[src/rtl/ysyx_23060208_pkg.sv]
// Shared definitions for the IDU receive path: RV32 opcode constants and the
// occupancy-state encoding of the IFU->IDU elastic buffer.
package ysyx_23060208_pkg;

  localparam logic [6:0] OP_IMM = 7'b0010011;
  localparam logic [6:0] LOAD   = 7'b0000011;
  localparam logic [6:0] JALR   = 7'b1100111;
  localparam logic [6:0] SYSTEM = 7'b1110011;
  localparam logic [6:0] STORE  = 7'b0100011;
  localparam logic [6:0] BRANCH = 7'b1100011;
  localparam logic [6:0] LUI    = 7'b0110111;
  localparam logic [6:0] AUIPC  = 7'b0010111;
  localparam logic [6:0] JAL    = 7'b1101111;
  localparam logic [6:0] OP     = 7'b0110011;

  typedef enum logic [1:0] {
    EMPTY = 2'd0,
    ONE   = 2'd1,
    FULL  = 2'd2
  } idu_state_e;

endpackage

[src/rtl/ysyx_23060208_imm_gen.sv]
// Combinational RV32 immediate generator and supported-opcode check.
// Shared between the IDU and the EXU branch unit.
module ysyx_23060208_imm_gen
  import ysyx_23060208_pkg::*;
#(
  parameter int DATA_WIDTH = 32
) (
  input  logic [31:0]           inst,
  output logic [DATA_WIDTH-1:0] imm,
  output logic                  illegal
);

  logic [31:0] imm32;

  always_comb begin
    imm32   = '0;
    illegal = 1'b0;
    case (inst[6:0])
      OP_IMM, LOAD, JALR, SYSTEM: imm32 = {{20{inst[31]}}, inst[31:20]};
      STORE:   imm32 = {{20{inst[31]}}, inst[31:25], inst[11:7]};
      BRANCH:  imm32 = {{19{inst[31]}}, inst[31], inst[7], inst[30:25], inst[11:8], 1'b0};
      LUI, AUIPC: imm32 = {inst[31:12], 12'b0};
      JAL:     imm32 = {{11{inst[31]}}, inst[31], inst[19:12], inst[20], inst[30:21], 1'b0};
      OP:      imm32 = '0;
      default: illegal = 1'b1;
    endcase
  end

  // Sign-extend the 32-bit immediate to the datapath width.
  assign imm = DATA_WIDTH'($signed(imm32));

endmodule

[src/rtl/ysyx_23060208_idu_rx.sv]
// IDU receive stage: 2-entry elastic buffer between IFU and EXU, presenting
// the head entry with decoded RV32 fields. A redirect flushes all entries.
module ysyx_23060208_idu_rx
  import ysyx_23060208_pkg::*;
#(
  parameter int DATA_WIDTH = 32
) (
  input  logic                    clk,
  input  logic                    rst,
  input  logic                    ifu_to_idu_valid,
  input  logic [2*DATA_WIDTH-1:0] ifu_to_idu_data_i,
  output logic                    idu_to_ifu_ready,
  input  logic                    exu_nextpc_taken,
  output logic                    idu_to_exu_valid,
  input  logic                    exu_to_idu_ready,
  output logic [DATA_WIDTH-1:0]   idu_pc,
  output logic [DATA_WIDTH-1:0]   idu_inst,
  output logic [4:0]              idu_rd,
  output logic [4:0]              idu_rs1,
  output logic [4:0]              idu_rs2,
  output logic [2:0]              idu_funct3,
  output logic [6:0]              idu_funct7,
  output logic [6:0]              idu_opcode,
  output logic [DATA_WIDTH-1:0]   idu_imm,
  output logic                    idu_illegal
);

  idu_state_e state, next_state;

  // entry0 is always the head; entry1 shifts into it on pop from FULL.
  logic [2*DATA_WIDTH-1:0] entry0, entry1;

  logic push, pop;
  logic load_head, head_from_tail, load_tail;

  assign idu_to_ifu_ready = (state != FULL);
  assign idu_to_exu_valid = (state != EMPTY);

  assign push = ifu_to_idu_valid && idu_to_ifu_ready;
  assign pop  = idu_to_exu_valid && exu_to_idu_ready;

  always_ff @(posedge clk) begin
    if (!rst) begin
      state  <= EMPTY;
      entry0 <= '0;
      entry1 <= '0;
    end else begin
      state <= next_state;
      if (load_head) entry0 <= head_from_tail ? entry1 : ifu_to_idu_data_i;
      if (load_tail) entry1 <= ifu_to_idu_data_i;
    end
  end

  always_comb begin
    next_state     = state;
    load_head      = 1'b0;
    head_from_tail = 1'b0;
    load_tail      = 1'b0;
    if (exu_nextpc_taken) begin
      next_state = EMPTY;
    end else begin
      case (state)
        EMPTY: begin
          if (push) begin
            next_state = ONE;
            load_head  = 1'b1;
          end
        end
        ONE: begin
          case ({push, pop})
            2'b10: begin
              next_state = FULL;
              load_tail  = 1'b1;
            end
            2'b01: next_state = EMPTY;
            2'b11: load_head = 1'b1;
            default: next_state = ONE;
          endcase
        end
        FULL: begin
          if (pop) begin
            next_state     = ONE;
            load_head      = 1'b1;
            head_from_tail = 1'b1;
          end
        end
        default: next_state = EMPTY;
      endcase
    end
  end

  assign idu_pc     = entry0[2*DATA_WIDTH-1:DATA_WIDTH];
  assign idu_inst   = entry0[DATA_WIDTH-1:0];
  assign idu_rd     = idu_inst[11:7];
  assign idu_rs1    = idu_inst[19:15];
  assign idu_rs2    = idu_inst[24:20];
  assign idu_funct3 = idu_inst[14:12];
  assign idu_funct7 = idu_inst[31:25];
  assign idu_opcode = idu_inst[6:0];

  ysyx_23060208_imm_gen #(
    .DATA_WIDTH(DATA_WIDTH)
  ) u_imm_gen (
    .inst    (idu_inst[31:0]),
    .imm     (idu_imm),
    .illegal (idu_illegal)
  );

endmodule

[config.mk]
export PLATFORM = sky130hd
export DESIGN_NAME = ysyx_23060208_idu_rx
export DESIGN_NICKNAME = d
export VERILOG_FILES = /design/src/rtl/ysyx_23060208_pkg.sv /design/src/rtl/ysyx_23060208_imm_gen.sv /design/src/rtl/ysyx_23060208_idu_rx.sv
export SDC_FILE = /design/constraint.sdc
export NUM_CORES = 1
export LEC_CHECK = 0
export BUFFER_PORTS_ARGS = -buffer_cell sky130_fd_sc_hd__buf_2
export CORE_MARGIN = 3
export CORE_UTILIZATION = 40
export DETAILED_ROUTE_END_ITERATION = 16
export GPL_ROUTABILITY_DRIVEN = 0
export GPL_TIMING_DRIVEN = 0
export PLACE_DENSITY_LB_ADDON = 0.05
export SLEW_MARGIN = 25
export SYNTH_ARGS = -nofsm -noshare
export SYNTH_HDL_FRONTEND = slang
export SYNTH_SLANG_ARGS = --single-unit
[constraint.sdc]
create_clock -name clk -period 2.09 [get_ports clk]
set_input_delay 0 -clock clk [delete_from_list [all_inputs] [get_ports clk]]
set_output_delay 0 -clock clk [all_outputs]
set_load 0.005 [all_outputs]
* After elaboration in Yosys (flattened, before gate mapping)
Index checks and enable logic that the tools add are counted.
** Storage, ports and cells
- Register bits after elaboration :: 130
- Input port bits :: 69
- Output and inout bits :: 131
- Word-level logic and storage cells :: 49
** Operators by class
- Equality and inequality tests :: 19
- Multiplexer cells :: 17
- Bitwise operators :: 1
- Reduce and logical (&&, ||, !) cells :: 9
** Operators by type and width (number)
- one-hot mux 32 bit (5 select lines) :: 1
- 2-to-1 mux 64 bit :: 1
- == test 7 bit (second input constant) :: 4
- == test 7 x 6 -> 1 bit (second input constant) :: 3
- == test 7 x 5 -> 1 bit (second input constant) :: 2
- one-hot mux 2 bit (3 select lines) :: 2
- 2-to-1 mux 1 bit :: 10
- OR reduction 10 bit :: 1
- != test 2 bit (second input constant) :: 4
- == test 7 x 2 -> 1 bit (second input constant) :: 1
- == test 2 bit (second input constant) :: 3
- == test 2 x 1 -> 1 bit (second input constant) :: 2
- 2-to-1 mux 2 bit :: 2
- OR reduction 2 bit :: 2
- OR reduction 4 bit :: 1
- one-hot mux 1 bit (3 select lines) :: 1
- AND reduction 3 bit :: 1
- logical AND 1 bit :: 2
- zero test 2 bit :: 1
- nonzero test 2 bit :: 1
- inverter 1 bit :: 1

* Longest topological paths before layout
- Depth in word-level cells :: 6
- Gate-level depth with buffers :: 11
- Mapped depth without buffers :: 8

* Cells and area by module
A second synthesis with hierarchy kept.
** Unflattened totals
- Cells, all modules :: 732
- Area, all modules :: 6278.5 um^2
** By module, submodules not included
- ysyx_23060208_idu_rx :: times used 1, cells an instance 617, area each 5579.1 um^2, sequential area each 2602.5 um^2
- ysyx_23060208_imm_gen :: times used 1, cells an instance 115, area each 699.4 um^2, sequential area each 0.0 um^2

* Worst setup path after synthesis
Ideal clock, no wire load.
- Path type :: reg-to-reg
- From :: register state[1]
- To :: register entry0[35]
- Setup time :: 128 ps
- Arrival :: 1942 ps
- Required time :: 1962 ps
- Path slack :: 21 ps
- Cell stages (with the launch flop) :: 11
- Path buffers :: 3
- Clock period less this slack :: 2069 ps
- Cells stage by stage :: dfxtp_1 -> buf_2 -> or2_2 -> and2_1 -> ha_1 -> mux2i_1 -> o21a_1 -> or2_1 -> buf_2 -> buf_1 -> o21ai_1
** On the way
- Longest elaborated chain between the ends :: 6
- Elaborated cells between the ends (all ways) :: 16
- Those cells by class :: eq/ne (4); mux (8); reduce/logical (4)
** Ends and longest elaborated chain
- from (decl) :: RTL line ysyx_23060208_idu_rx.sv:28 : idu_state_e state, next_state;
- from (signal assigned) :: RTL line ysyx_23060208_idu_rx.sv:48 : state <= next_state;
- nonzero test 2 bit * :: RTL line ysyx_23060208_idu_rx.sv:37 : assign idu_to_exu_valid = (state != EMPTY);
- via idu_to_exu_valid :: RTL line ysyx_23060208_idu_rx.sv:14 : output logic idu_to_exu_valid,
- logical AND 1 bit * :: RTL line ysyx_23060208_idu_rx.sv:40 : assign pop = idu_to_exu_valid && exu_to_idu_ready;
- == test 2 bit / 2-to-1 mux 1 bit (equally long branches) :: RTL line ysyx_23060208_idu_rx.sv:70, ysyx_23060208_idu_rx.sv:81
- 2-to-1 mux 1 bit (on tied branches) :: RTL line ysyx_23060208_idu_rx.sv:70, ysyx_23060208_idu_rx.sv:62
- one-hot mux 1 bit (3 select lines) / 2-to-1 mux 1 bit (equally long branches) :: RTL line ysyx_23060208_idu_rx.sv:62, ysyx_23060208_idu_rx.sv:59
- 2-to-1 mux 1 bit / 2-to-1 mux 64 bit (equally long branches) :: RTL line ysyx_23060208_idu_rx.sv:59, ysyx_23060208_idu_rx.sv:49
- to (signal assigned) :: RTL line ysyx_23060208_idu_rx.sv:49 : if (load_head) entry0 <= head_from_tail ? entry1 : ifu_to_idu_data_i;
- to (decl) :: RTL line ysyx_23060208_idu_rx.sv:31 : logic [2*DATA_WIDTH-1:0] entry0, entry1;
The timed path passes the listed nets; every way through them passes the cells marked *.
A chain may end at the register's enable or synchronous reset.

* Worst setup path in the final report
- From :: register state[0]
- To :: register entry1[8]
** On the way
- Longest elaborated chain between the ends :: 6
- Elaborated cells between the ends (all ways) :: 9
- Those cells by class :: eq/ne (3); mux (3); reduce/logical (3)
** Ends and longest elaborated chain
- != test 2 bit / nonzero test 2 bit (equally long branches) :: RTL line ysyx_23060208_idu_rx.sv:36, ysyx_23060208_idu_rx.sv:37
- logical AND 1 bit (on tied branches) :: RTL line ysyx_23060208_idu_rx.sv:39, ysyx_23060208_idu_rx.sv:40
- == test 2 bit :: RTL line ysyx_23060208_idu_rx.sv:70 : case ({push, pop})
- 2-to-1 mux 1 bit :: RTL line ysyx_23060208_idu_rx.sv:70
- 2-to-1 mux 1 bit * :: RTL line ysyx_23060208_idu_rx.sv:62 : case (state)
- 2-to-1 mux 1 bit * :: RTL line ysyx_23060208_idu_rx.sv:59 : if (exu_nextpc_taken) begin
- to (signal assigned) :: RTL line ysyx_23060208_idu_rx.sv:50 : if (load_tail) entry1 <= ifu_to_idu_data_i;
- to (decl) :: RTL line ysyx_23060208_idu_rx.sv:31
Every way passes the cells marked *; elsewhere a longest branch is shown, timed or not.

==> flow_summary.yaml <==
synthesis:
  syn_area_um2: 6590
  dominantRegCellSynth: "dfxtp_1"
  synth.distinct_cells: 48
  ys_seq_area_frac: 0.3949
  synth_edf_count: 0
  synth_most_common_cell: "nand2_1"
  synth_top_area_frac: 0.3949
  synth_area_leaders: "dfxtp_1 39%, nand2_1 11%, mux2_2 10%"
  synthCells: 775
  ys_seq_elements: 130
  synth_nets: 846
  avgSynthCellArea_um2: 8.503
  synth_warnings: 0
  async_flop_share: 0
  synth_commonest_cells: "195 x nand2_1, 130 x dfxtp_1, 62 x o211ai_1"
  synth_top_area_cell: "dfxtp_1"
worst_setup_path:
  required_ns: 2.40
  worst_r2r_startpoint: "state[0]"
  start_kind: "register"
  crit_arrival_ns: 2.34
  rr_worst_depth: 10
  worstReg2RegEnd: "entry1[8]"
  r2r_slack_ns: 0.06
  crit_path_end: "entry1[8]"
  max_stage_delay_ns: 0.46
  worstSetupPathType: "reg2reg"
  crit_chain: "or2_4 -> and2_4 -> inv_2 -> ha_4 -> nand2_4 -> or3_4 -> buf_6 -> clkbuf_16 -> nand2_1 -> a21boi_0"
  critPathLaunch: "state[0]"
  path_max_fanout: 6
  crit_slowest_cell: "or3_4"
  cp-end-kind: "register"
final_layout:
  fin_area_um2: 9573
  final_cells: 1301
  drive_above_1_share: 0.3779
  fill_cells: 1521
  area_delta_synth_final_pct: 45.26
  register_area_um2: 2620
  num_antenna_cells: 0
  multi_input_area_um2: 3501
  num-nets-final: 1143
clock_network:
  clock-sinks: 130
  cts_tree: "yes"
  worstSkewPairLatency_ns: 0.42
  numCtsBuffers: 17
  ctsLongestPathBuffers: 2
  path_clk_slew_ns: 0.06
  root_buffer: "clkbuf_16"
  h-tree-depth: 4
pwr:
  pwr-share-comb: 0.126
  total_power_uw: 6754
  ir_drop_uv: 520.2
  intPower_uw: 5162
  switching_power_uw: 1592
  seq_power_share: 0.391
  switching_share: 0.2357
  p_leak_uw: 0.004250
  pwr-share-clk: 0.483
  p_per_area_nw_per_um2: 705.5
timing:
  hold_ws_ns: 0.07851
  worstMarginPinSlew_ns: 0.5850
  drv_slew: 0
  worst_slack_ns: 0.05727
  finalCritPeriodShare: 0.9726
  setup_violations: 0
  skew_ns: 0.009720
  max_freq_mhz: 492.0
  min_period_ns: 2.033
  relSlewSlack: 0.6100
  grt_setup_unrepaired: "true"
  final_hold_viol_count: 0
route:
  first_pass_iters: 4
  vias: 6506
  vias_per_cell: 5.001
  routed_wl_um: 21180
  drt_first_iter_violations: 339
  detail-route-antenna-nets: 0
  wire_per_inst_um: 16.28
  route.detailed.drc: 0
grt:
  antenna_found_initial: 1
  grt_first_pass_wirelength_um: 32890
  overflow: 0
  grt_pass1_vias: 6169
  grt_usage: 0.2273
  grt_max_degree: 17
place:
  pre_cts_ws_ns: -0.5313
  portBuffers: 197
  dpl_cell_area_um2: 7846
  post-place-cells: 1188
  place_hpwl_um: 14440
outcome:
  status: "finished clean"
floorplanning:
  rows: 46
  die_area_um2: 18050
  core-area_um2: 16000
  die_width_um: 134.4
  die_h_um: 134.4
  start_util: 0.4119
  io_pins: 200
hold_path:
  hold_path.class: "in2reg"
flow_run:
  cap_violations: 0
==> metrics by stage <==
stage	TNS [ns]	util
floorplan	0	-
global placement	-47.36	0.4904
detailed placement	-46.17	0.4904
CTS	0	0.5839
global route	-0.02850	0.5983
finish	0	0.5983
==> flip-flops by register name (all words and copies together) (netlist names) <==
name and cells:
state 2, entry0 64, entry1 64
==> kinds of logic (layout without fill, tap and decap cells) <==
group	after synthesis	in the layout	share of synthesized area
adder cells (fa/ha/maj)	2	2	0.003797
AND/OR/NAND/NOR	231	231	0.1483
flip-flops	130	130	0.3949
buffers and inverters	109	419	0.09227
AO/OA/AOI/OAI	237	237	0.2466
multiplexers	66	66	0.1141
==> placed cells by master, fill, tap and decap left out, drive strengths merged, types with 3 or more instances in the layout <==
cell type    synthesis  layout
a21boi              65      65
or2                  3       3
nand2              195     195
o211a                3       3
nand3                3       3
a21o                21      21
dlygate4sd3          0      65
mux2                64      64
a21oi                4       4
inv                  4       4
nand2b               4       4
dfxtp              130     130
o21ai               69      69
or3                  3       3
bufinv               0       4
buf                 65     281
a22o                 4       4
nor2b                6       6
o211ai              62      62
clkbuf              40      61
clkinv               0       4
==> final cells by class <==
| class | instances | share of cell area |
|---|---|---|
| inverters | 4 | 0.001568 |
| plain buffers | 101 | 0.07241 |
| well taps | 216 | 0.02823 |
| repair buffers | 282 | 0.1906 |
| clock inverters | 8 | 0.01542 |
| clock buffers | 24 | 0.05241 |
| flip-flops and latches | 130 | 0.2737 |
| multi-input cells | 536 | 0.3657 |
==> critical path: cells and delay by family, from the launching register on <==
kind / cells / cell delay [ns]
simple gates: 5 / 0.98
flops: 1 / 0.37
buf+inv: 3 / 0.37
fa+ha+maj: 1 / 0.13
compound gates: 1 / 0.07
==> metal layers <==
layer  up-vias  wire length, um  GRT usage
met5         -                7          0
met3        27             1167    0.04726
li1       3264                -          -
met1      3035             9305     0.2942
met2       178            10360     0.3827
met4         2              341    0.06787
==> what timing repair did <==
item,4_1_cts,5_1_grt
buffers inserted,8,10
pin swaps,5,8
endpoints found under the hold margin,119,0
gates resized for setup,61,44
cloned,0,2
hold buffers,65,0
endpoints found under the setup margin,148,137
==> worst min-delay path by stage <==
| stage | startpoint | end | slack (ns) | cells past startpoint |
|---|---|---|---|---|
| global route | ifu_to_idu_valid | state[0] | 0.1 | 4 |
| detailed placement | ifu_to_idu_data_i[12] | entry1[12] | 0.26 | 3 |
| floorplan | ifu_to_idu_data_i[10] | entry1[10] | 0.13 | 2 |
| finish | rst | entry0[23] | 0.08 | 3 |
| global placement | ifu_to_idu_data_i[18] | entry1[18] | 0.26 | 3 |
| CTS | ifu_to_idu_valid | state[0] | 0.05 | 4 |
==> power groups by stage <==
stage	Sequential, uW	Clock (uW)	Combinational [uW]
CTS	2640	3310	816
floorplan	2670	0	391
finish	2640	3260	848
global placement	2690	0	693
detailed placement	2690	0	695
global route	2650	3450	928
No activity file was read; power rests on OpenSTA's default activity.
